## src/rtl/ps2_pkg.sv

```systemverilog
// Shared types and default timing for the PS/2 host transmitter.
package ps2_pkg;

    // Host-to-device transmit sequence.
    typedef enum logic [2:0] {
        ST_IDLE      = 3'd0,
        ST_INHIBIT   = 3'd1,
        ST_REQ       = 3'd2,
        ST_SEND      = 3'd3,
        ST_ACK       = 3'd4,
        ST_WAIT_IDLE = 3'd5
    } ps2_state_t;

    // Defaults for a 100 MHz system clock.
    localparam int PS2_INHIBIT_CYCLES = 10000;    // 100 us clock inhibit
    localparam int PS2_REQ_CYCLES     = 20;       // data low before clock release
    localparam int PS2_TIMEOUT_CYCLES = 1500000;  // 15 ms device watchdog

    // Width for a counter that counts 0 .. n-1; never narrower than one bit.
    function automatic int cnt_width(input int n);
        return (n > 1) ? $clog2(n) : 1;
    endfunction

endpackage

```

## src/rtl/ps2_sync.sv

```systemverilog
// Two-flop synchronizer for one PS/2 pad plus a falling-edge strobe.
// Both stages reset to 1, which is the idle level of an open-drain line.
module ps2_sync (
    input  logic clk,
    input  logic rst,
    input  logic d_i,
    output logic sync_o,
    output logic fall_o
);

    logic meta_q, meta_d;
    logic sync_q, sync_d;
    logic prev_q, prev_d;

    // Next values: shift the raw pad through the chain.
    always_comb begin
        meta_d = d_i;
        sync_d = meta_q;
        prev_d = sync_q;
    end

    // Synchronizer and edge-history flops, idle-high after reset.
    always_ff @(posedge clk) begin
        if (!rst) begin
            meta_q <= 1'b1;
            sync_q <= 1'b1;
            prev_q <= 1'b1;
        end else begin
            meta_q <= meta_d;
            sync_q <= sync_d;
            prev_q <= prev_d;
        end
    end

    assign sync_o = sync_q;
    assign fall_o = prev_q & ~sync_q;

endmodule

```

## src/rtl/ps2_host_tx.sv

```systemverilog
// PS/2 host-to-device byte transmitter (open-drain, device-clocked).
//
// Handshake: a byte is accepted on a clk edge where tx_valid and tx_ready
// are both 1; tx_ready is high only while idle, and tx_valid at any other
// time is ignored. Completion is reported by a one-cycle tx_done (device
// acked) or tx_err (missing ack or watchdog) pulse, never both; tx_ready
// comes back the cycle after the pulse.
module ps2_host_tx
    import ps2_pkg::*;
#(
    parameter int INHIBIT_CYCLES = PS2_INHIBIT_CYCLES,
    parameter int REQ_CYCLES     = PS2_REQ_CYCLES,
    parameter int TIMEOUT_CYCLES = PS2_TIMEOUT_CYCLES
) (
    input  logic       clk,
    input  logic       rst,
    input  logic [7:0] tx_data,
    input  logic       tx_valid,
    output logic       tx_ready,
    output logic       tx_done,
    output logic       tx_err,
    input  logic       ps2_clk_i,
    input  logic       ps2_data_i,
    output logic       ps2_clk_oe,
    output logic       ps2_data_oe,
    output logic       rx_inhibit,
    output ps2_state_t dbg_state
);

    localparam int INH_W = cnt_width(INHIBIT_CYCLES);
    localparam int REQ_W = cnt_width(REQ_CYCLES);
    localparam int TMO_W = cnt_width(TIMEOUT_CYCLES);

    localparam logic [INH_W-1:0] INH_LAST = INH_W'(INHIBIT_CYCLES - 1);
    localparam logic [REQ_W-1:0] REQ_LAST = REQ_W'(REQ_CYCLES - 1);
    localparam logic [TMO_W-1:0] TMO_LAST = TMO_W'(TIMEOUT_CYCLES - 1);

    logic clk_sync, clk_fall;
    logic data_sync, data_fall_unused;

    ps2_sync u_sync_clk (
        .clk    (clk),
        .rst    (rst),
        .d_i    (ps2_clk_i),
        .sync_o (clk_sync),
        .fall_o (clk_fall)
    );

    ps2_sync u_sync_data (
        .clk    (clk),
        .rst    (rst),
        .d_i    (ps2_data_i),
        .sync_o (data_sync),
        .fall_o (data_fall_unused)
    );

    ps2_state_t       state_q, state_d;
    logic [INH_W-1:0] inh_cnt_q, inh_cnt_d;
    logic [REQ_W-1:0] req_cnt_q, req_cnt_d;
    logic [TMO_W-1:0] tmo_q, tmo_d;
    logic [3:0]       bit_cnt_q, bit_cnt_d;
    logic [7:0]       shift_q, shift_d;
    logic             parity_q, parity_d;
    logic             clk_oe_q, clk_oe_d;
    logic             data_oe_q, data_oe_d;
    logic             tx_ready_q, tx_ready_d;
    logic             tx_done_q, tx_done_d;
    logic             tx_err_q, tx_err_d;
    logic             rx_inhibit_q, rx_inhibit_d;

    // Next-state and next-output logic for the transmit sequence.
    always_comb begin
        state_d    = state_q;
        inh_cnt_d  = inh_cnt_q;
        req_cnt_d  = req_cnt_q;
        tmo_d      = tmo_q;
        bit_cnt_d  = bit_cnt_q;
        shift_d    = shift_q;
        parity_d   = parity_q;
        clk_oe_d   = clk_oe_q;
        data_oe_d  = data_oe_q;
        tx_ready_d = 1'b0;
        tx_done_d  = 1'b0;
        tx_err_d   = 1'b0;

        case (state_q)
            ST_IDLE: begin
                clk_oe_d   = 1'b0;
                data_oe_d  = 1'b0;
                tx_ready_d = 1'b1;
                if (tx_valid && tx_ready_q) begin
                    shift_d    = tx_data;
                    parity_d   = ~^tx_data;
                    inh_cnt_d  = '0;
                    req_cnt_d  = '0;
                    tmo_d      = '0;
                    bit_cnt_d  = '0;
                    clk_oe_d   = 1'b1;
                    tx_ready_d = 1'b0;
                    state_d    = ST_INHIBIT;
                end
            end

            ST_INHIBIT: begin
                if (inh_cnt_q == INH_LAST) begin
                    data_oe_d = 1'b1;  // start bit
                    req_cnt_d = '0;
                    state_d   = ST_REQ;
                end else begin
                    inh_cnt_d = inh_cnt_q + 1'b1;
                end
            end

            ST_REQ: begin
                if (req_cnt_q == REQ_LAST) begin
                    clk_oe_d  = 1'b0;  // hand the clock to the device
                    tmo_d     = '0;
                    bit_cnt_d = '0;
                    state_d   = ST_SEND;
                end else begin
                    req_cnt_d = req_cnt_q + 1'b1;
                end
            end

            ST_SEND: begin
                if (clk_fall) begin
                    tmo_d     = '0;
                    bit_cnt_d = bit_cnt_q + 1'b1;
                    if (bit_cnt_q < 4'd8) begin
                        data_oe_d = ~shift_q[0];
                        shift_d   = {1'b0, shift_q[7:1]};
                    end else if (bit_cnt_q == 4'd8) begin
                        data_oe_d = ~parity_q;
                    end else begin
                        data_oe_d = 1'b0;  // stop bit is the released line
                        state_d   = ST_ACK;
                    end
                end else if (tmo_q == TMO_LAST) begin
                    tx_err_d  = 1'b1;
                    clk_oe_d  = 1'b0;
                    data_oe_d = 1'b0;
                    state_d   = ST_IDLE;
                end else begin
                    tmo_d = tmo_q + 1'b1;
                end
            end

            ST_ACK: begin
                if (clk_fall) begin
                    tmo_d     = '0;
                    bit_cnt_d = bit_cnt_q + 1'b1;
                    if (!data_sync) begin
                        state_d = ST_WAIT_IDLE;
                    end else begin
                        tx_err_d = 1'b1;
                        state_d  = ST_IDLE;
                    end
                end else if (tmo_q == TMO_LAST) begin
                    tx_err_d  = 1'b1;
                    clk_oe_d  = 1'b0;
                    data_oe_d = 1'b0;
                    state_d   = ST_IDLE;
                end else begin
                    tmo_d = tmo_q + 1'b1;
                end
            end

            ST_WAIT_IDLE: begin
                if (clk_sync && data_sync) begin
                    tx_done_d = 1'b1;
                    state_d   = ST_IDLE;
                end else if (clk_fall) begin
                    tmo_d = '0;
                end else if (tmo_q == TMO_LAST) begin
                    tx_err_d  = 1'b1;
                    clk_oe_d  = 1'b0;
                    data_oe_d = 1'b0;
                    state_d   = ST_IDLE;
                end else begin
                    tmo_d = tmo_q + 1'b1;
                end
            end

            default: begin
                clk_oe_d  = 1'b0;
                data_oe_d = 1'b0;
                state_d   = ST_IDLE;
            end
        endcase

        rx_inhibit_d = (state_d != ST_IDLE);
    end

    // State, datapath and registered outputs; reset releases both lines at once.
    always_ff @(posedge clk) begin
        if (!rst) begin
            state_q      <= ST_IDLE;
            inh_cnt_q    <= '0;
            req_cnt_q    <= '0;
            tmo_q        <= '0;
            bit_cnt_q    <= '0;
            shift_q      <= '0;
            parity_q     <= 1'b0;
            clk_oe_q     <= 1'b0;
            data_oe_q    <= 1'b0;
            tx_ready_q   <= 1'b1;
            tx_done_q    <= 1'b0;
            tx_err_q     <= 1'b0;
            rx_inhibit_q <= 1'b0;
        end else begin
            state_q      <= state_d;
            inh_cnt_q    <= inh_cnt_d;
            req_cnt_q    <= req_cnt_d;
            tmo_q        <= tmo_d;
            bit_cnt_q    <= bit_cnt_d;
            shift_q      <= shift_d;
            parity_q     <= parity_d;
            clk_oe_q     <= clk_oe_d;
            data_oe_q    <= data_oe_d;
            tx_ready_q   <= tx_ready_d;
            tx_done_q    <= tx_done_d;
            tx_err_q     <= tx_err_d;
            rx_inhibit_q <= rx_inhibit_d;
        end
    end

    assign tx_ready    = tx_ready_q;
    assign tx_done     = tx_done_q;
    assign tx_err      = tx_err_q;
    assign ps2_clk_oe  = clk_oe_q;
    assign ps2_data_oe = data_oe_q;
    assign rx_inhibit  = rx_inhibit_q;
    assign dbg_state   = state_q;

endmodule

```

## config.mk

```make
export PLATFORM = sky130hd
export DESIGN_NAME = ps2_host_tx
export DESIGN_NICKNAME = d
export VERILOG_FILES = /design/src/rtl/ps2_pkg.sv /design/src/rtl/ps2_sync.sv /design/src/rtl/ps2_host_tx.sv
export SDC_FILE = /design/constraint.sdc
export NUM_CORES = 1
export LEC_CHECK = 0
export CAP_MARGIN = 25
export CELL_PAD_IN_SITES_DETAIL_PLACEMENT = 1
export CELL_PAD_IN_SITES_GLOBAL_PLACEMENT = 2
export CORE_MARGIN = 8
export CORE_UTILIZATION = 32
export CTS_CLUSTER_SIZE = 40
export DETAILED_ROUTE_END_ITERATION = 10
export PLACE_DENSITY = 0.8
export REMOVE_ABC_BUFFERS = 1
export SKIP_LAST_GASP = 1
export SLEW_MARGIN = 20
export SYNTH_ARGS = -nofsm -noshare
export SYNTH_HDL_FRONTEND = slang
export SYNTH_SLANG_ARGS = --single-unit
```

## constraint.sdc

```tcl
create_clock -name clk -period 1.9 [get_ports clk]
set_clock_uncertainty 0.05 [all_clocks]
set_input_delay 0.38 -clock clk [delete_from_list [all_inputs] [get_ports clk]]
set_output_delay 0.38 -clock clk [all_outputs]
set_load 0.1 [all_outputs]
```

==> results_dict.tcl, run 1 <==
set metrics [dict create \
    drtIter0Drc 106 \
    powerDensity_nw_per_um2 618 \
    wl_per_cell_um 16.4 \
    rsz0062_at_grt "yes" \
    clkTransAtPathRegs_ps 70 \
    clk_latency_ps 360 \
    pre_cts_slack_ps -504 \
    syn_inst 425 \
    hold-worst-slack_ps 364 \
    coreArea_um2 10700 \
    holdCritPathClass "flop to flop" \
    yosys_warnings 0 \
    p_leak_nw 2.09 \
    wl_um 11500 \
    ys.flop_type "dfxtp_1" \
    ant_nets 0 \
    synthTopCellsByArea "dfxtp_1, nor2_1, nand2_1" \
    cts.path.max_buffers 2 \
    period_share_pct 102 \
    ys_ff_latch 67 \
    arrival_ps 2180 \
    cts_sinks 67 \
    synth-edff-count 0 \
    path_buf_inv 2 \
    finalSetupViolCount 2 \
    place_hpwl_um 8530 \
    cp_max_fo 3 \
    final_cell_area_um2 5320 \
    cp_cell_sequence "ha_4 > buf_6 > nand3_4 > or2_4 > nor2_4 > buf_6 > nand3_2 > or4_4 > o21ai_2" \
    slowest_delay_ps 490 \
    grt.total_usage_pct 16.6 \
    grt_pass1_vias 4021 \
    grt_max_degree 16 \
    max_freq_ghz 0.516 \
    setup_ws_ps -39.4 \
    start_util_pct 32.3 \
    final_cells 705 \
    end_kind "flop" \
    h-tree-depth 3 \
    synth_most_common_cell "dfxtp_1" \
    syn_area_um2 3450 \
    antenna_found_initial 0 \
    async_flop_share_pct 0 \
    maxSlewHeadroom_pct 64.4 \
    syn_to_final_growth_pct 54.1 \
    cpMostUsedCell "buf_6" \
    cts_root_buffer "clkbuf_8" \
    finalHoldViolations 0 \
    cts_buffers 9 \
    netlist-cell-type-count 64 \
    final_nets 578 \
    grt_pass1_wl_um 19500 \
    status "finished with violations" \
    io_buffers 21 \
    dr.pass1.iters 4 \
    holdBufCountCts 0 \
    synthDominantCellAreaShare_pct 38.8 \
    p_total_mw 3.29 \
    cp_slowest_cell "or4_4" \
    dp.cells 676 \
    overflow 0 \
    worst_pin_slew_ps 530 \
    critPathKind "flop to flop" \
    required_ps 2140 \
    via_per_inst 5.12 \
    insertedDiodeCount 0 \
    vias 3612 \
    gp_congestion 0.932 \
    synth_top_area_cell "dfxtp_1" \
    cts_tree "done" \
    ir_drop_mv 0.284 \
    violations "setup timing" \
    slew_viol_final 0 \
    drive_gt1_share_pct 40.0 \
    die-area_um2 14400 \
    placed_area_um2 4670 \
    syn_area_per_cell_um2 8.13 \
    ys_seq_area_share_pct 38.8 \
    worstSetupStartpointType "flop" \
    cpLargestDelayFamily "simple AND/OR/NAND/NOR gates" \
    drc_errors 0 \
    maxCapViolations 0 \
    die_h_um 120 \
    fill_cells 1276 \
    min_period_ps 1940 \
    fp.dieW_um 120 \
    rows 38 \
    yosys-top-cells-count "dfxtp_1, nor2_1, nand2_1" \
    io_pins 22 \
]
path summary, 6_finish.rpt:
check,cells past startpoint,slack (ps),from,endpoint
max,9,-40,tmo_q[1],tmo_q[20]
min,1,360,u_sync_clk.meta_q,u_sync_clk.sync_o
max reg2reg,9,-40,tmo_q[1],tmo_q[20]
min reg2reg,1,360,u_sync_clk.meta_q,u_sync_clk.sync_o
power breakdown:
group | switching, mW | total, mW | internal, mW
clock | 0.580 | 1.29 | 0.709
combinational | 0.286 | 0.536 | 0.251
sequential | 0.0247 | 1.46 | 1.44
routing by layer:
metal / routed length [um] / vias up / share of wire, % / track usage (%)
met1: 4960 / 1766 / 43 / 18.7
met3: 215 / 23 / 1.9 / 2.96
met4: 252 / 0 / 2.2 / 7.34
met5: 0 / - / 0 / 0
met2: 6120 / 37 / 53 / 29.9
li1: - / 1786 / - / -
repair_timing:
item / 4_1_cts / 5_1_grt
endpoints found under the setup margin: 27 / 38
gates resized for setup: 35 / 63
setup buffers: 7 / 6
pin swaps: 15 / 28
cell type report:
cell class	count	area (um^2)	share of cell area [%]
multi-input combinational	330	2260	42.5
timing repair buffer	144	1280	24.1
sequential	67	1360	25.6
tap	140	175	3.29
clock inverter	4	47.5	0.893
inverter	8	30.0	0.564
clock buffer	12	165	3.10
state kept, by name, summed over array words and instances, names as in the netlist, 3 cells and up:
name,cells
dbg_state,3
shift_q,8
tmo_q,21
req_cnt_q,5
inh_cnt_q,14
bit_cnt_q,4
cells by family (layout without fill, tap and decap cells):
| family | count (synthesis) | after routing | synth area share [%] |
|---|---|---|---|
| multiplexers | 3 | 3 | 0.869 |
| flip-flops | 67 | 67 | 38.8 |
| AND/OR/NAND/NOR | 202 | 202 | 30.1 |
| adder cells (fa/ha/maj) | 5 | 5 | 1.81 |
| XOR/XNOR | 28 | 28 | 7.10 |
| buffers and inverters | 28 | 168 | 3.98 |
| AO/OA/AOI/OAI | 92 | 92 | 17.3 |
through the flow:
step / TNS, ps / util, %
CTS: -122 / 47.3
detailed placement: -16240 / 43.7
floorplan: -38140 / -
global route: -1010 / 49.8
finish: -69.9 / 49.8
global placement: -14660 / 43.7
layout by cell type, fill, tap and decap left out, drive strengths merged, types with 7 or more instances in the layout:
master,n
nand2b,9
and3,11
xnor2,14
clkdlybuf4s50,12
o21ai,29
a21oi,27
xor2,14
a311oi,7
clkbuf,12
nand3,21
or3,7
dfxtp,67
inv,8
nor2,63
buf,132
nand4,12
nand2,50
Power figures use the tool's default switching activity.
==> inputs of run 2 (changes only) <==
--- a/config.mk
+++ b/config.mk
@@ -5,11 +5,12 @@
 export SDC_FILE = /design/constraint.sdc
 export NUM_CORES = 1
 export LEC_CHECK = 0
+export ABC_AREA = 1
 export CAP_MARGIN = 25
 export CELL_PAD_IN_SITES_DETAIL_PLACEMENT = 1
 export CELL_PAD_IN_SITES_GLOBAL_PLACEMENT = 2
 export CORE_MARGIN = 8
-export CORE_UTILIZATION = 32
+export CORE_UTILIZATION = 29
 export CTS_CLUSTER_SIZE = 40
 export DETAILED_ROUTE_END_ITERATION = 10
 export PLACE_DENSITY = 0.8
==> results_dict.tcl, run 2 <==
set metrics [dict create \
    status "completed" \
    largest_reg_flops 21 \
    placed_area_um2 4590 \
    cp_slowest_cell "dfxtp_1" \
    dr.pass1.iters 6 \
    final_nets 681 \
    fp.dieW_um 130 \
    syn_area_um2 3760 \
    largestRegisters "tmo_q x21, inh_cnt_q x14, shift_q x8" \
    final_common_cell "nand2_1" \
    cp_max_fo 9 \
    grt.total_usage_pct 15.1 \
    max_freq_ghz 0.546 \
    antenna_found_initial 0 \
    cts.path.max_buffers 2 \
    required_ps 2090 \
    die-area_um2 16900 \
    drtIter0Drc 151 \
    worst_pin_slew_ps 435 \
    largest-register "tmo_q" \
    pre_cts_slack_ps -215 \
    io_buffers 21 \
    period_share_pct 96.3 \
    syn_to_final_growth_pct 32.9 \
    ys_seq_area_share_pct 35.7 \
    h-tree-depth 3 \
    drive_gt1_share_pct 16.3 \
    cpLargestDelayFamily "simple AND/OR/NAND/NOR gates" \
    finalHoldViolations 0 \
    gp_congestion 0.844 \
    io_pins 22 \
    via_per_inst 4.81 \
    hold-worst-slack_ps 364 \
    rsz0062_at_grt "yes" \
    yosys_warnings 0 \
    synth-edff-count 0 \
    cp_cell_sequence "ha_1 > nand3_1 > nor3_2 > nand2_1 > nand2_1 > nand2_1 > buf_4 > nand3_1 > nor2_1 > nor2_1 > nor2_1" \
    syn_inst 591 \
    powerDensity_nw_per_um2 757 \
    ant_nets 0 \
    ys_ff_latch 67 \
    start_util_pct 29.8 \
    yosys-top-cells-count "nand2_1, nor2_1, inv_1" \
    maxSlewHeadroom_pct 70.9 \
    synthDominantCellAreaShare_pct 35.7 \
    cts_tree "done" \
    cts_buffers 9 \
    grt_max_degree 32 \
    rows 41 \
    maxCapViolations 0 \
    layout_common_cells "nand2_1, nor2_1, inv_1" \
    finalSetupViolCount 0 \
    tns_ps 0 \
    vias 4037 \
    netlist-cell-type-count 39 \
    holdCritPathClass "flop to flop" \
    clk_latency_ps 340 \
    cts_root_buffer "clkbuf_16" \
    min_period_ps 1830 \
    critPathKind "flop to flop" \
    die_h_um 130 \
    path_buf_inv 1 \
    insertedDiodeCount 0 \
    coreArea_um2 12600 \
    slew_viol_final 0 \
    p_leak_nw 2.05 \
    slowest_delay_ps 350 \
    clkTransAtPathRegs_ps 60 \
    setup_ws_ps 69.9 \
    grt_pass1_wl_um 20200 \
    place_hpwl_um 9240 \
    synth_top_area_cell "dfxtp_1" \
    end_kind "flop" \
    synthTopCellsByArea "dfxtp_1, nand2_1, nor2_1" \
    grt_pass1_vias 4209 \
    wl_per_cell_um 14.3 \
    final_cell_area_um2 4990 \
    syn_area_per_cell_um2 6.36 \
    ir_drop_mv 0.513 \
    synth_most_common_cell "nand2_1" \
    async_flop_share_pct 0 \
    wl_um 12000 \
    worstSetupStartpointType "flop" \
    cts_sinks 67 \
    ys.flop_type "dfxtp_1" \
    arrival_ps 2020 \
    drc_errors 0 \
    overflow 0 \
]
run 2: through the flow:
step,total power [mW],instances,utilization [%]
floorplan,1.82,580,-
global placement,2.09,822,36.4
detailed placement,2.10,822,36.4
CTS,3.84,837,38.8
global route,3.95,839,39.6
finish,3.78,839,39.6
run 2: kinds of logic after synthesis:
family / count (synthesis) / synth area share, %
buf+inv: 93 / 9.82
xor+xnor: 11 / 2.56
compound gates: 76 / 11.3
simple gates: 339 / 39.0
fa+ha+maj: 5 / 1.66
flops: 67 / 35.7
run 2: area by class of cell:
type	count	area (um^2)
clock buffers	13	260
clock inverters	2	35.0
fillers	1678	7630
inverters	82	310
multi-input cells	431	2120
flip-flops and latches	67	1360
well taps	172	215
repair buffers	72	696
run 2: final timing paths:
path                      start            endpoint  cells after the start  slack [ps]
min reg2reg  u_sync_data.meta_q  u_sync_data.sync_o                      1         360
min          u_sync_data.meta_q  u_sync_data.sync_o                      1         360
max reg2reg        inh_cnt_q[1]        inh_cnt_q[7]                     11          70
max                inh_cnt_q[1]        inh_cnt_q[7]                     11          70
run 2: timing repair:
item | 4_1_cts | 5_1_grt
setup endpoints to repair | 2 | 45
pin swaps | 0 | 5
buffers inserted | 0 | 2
hold buffers | 0 | 0
resized for setup | 2 | 26
run 2: report_power, final:
group	switching [mW]	internal (mW)	total (mW)
registers	0.0380	1.46	1.49
clock network	0.618	1.08	1.70
logic	0.343	0.247	0.590
run 2: metal layers:
metal	track usage, %	wire [um]
met3	4.45	357
met5	0	0
met4	4.78	183
met1	18.1	5610
met2	25.4	5810
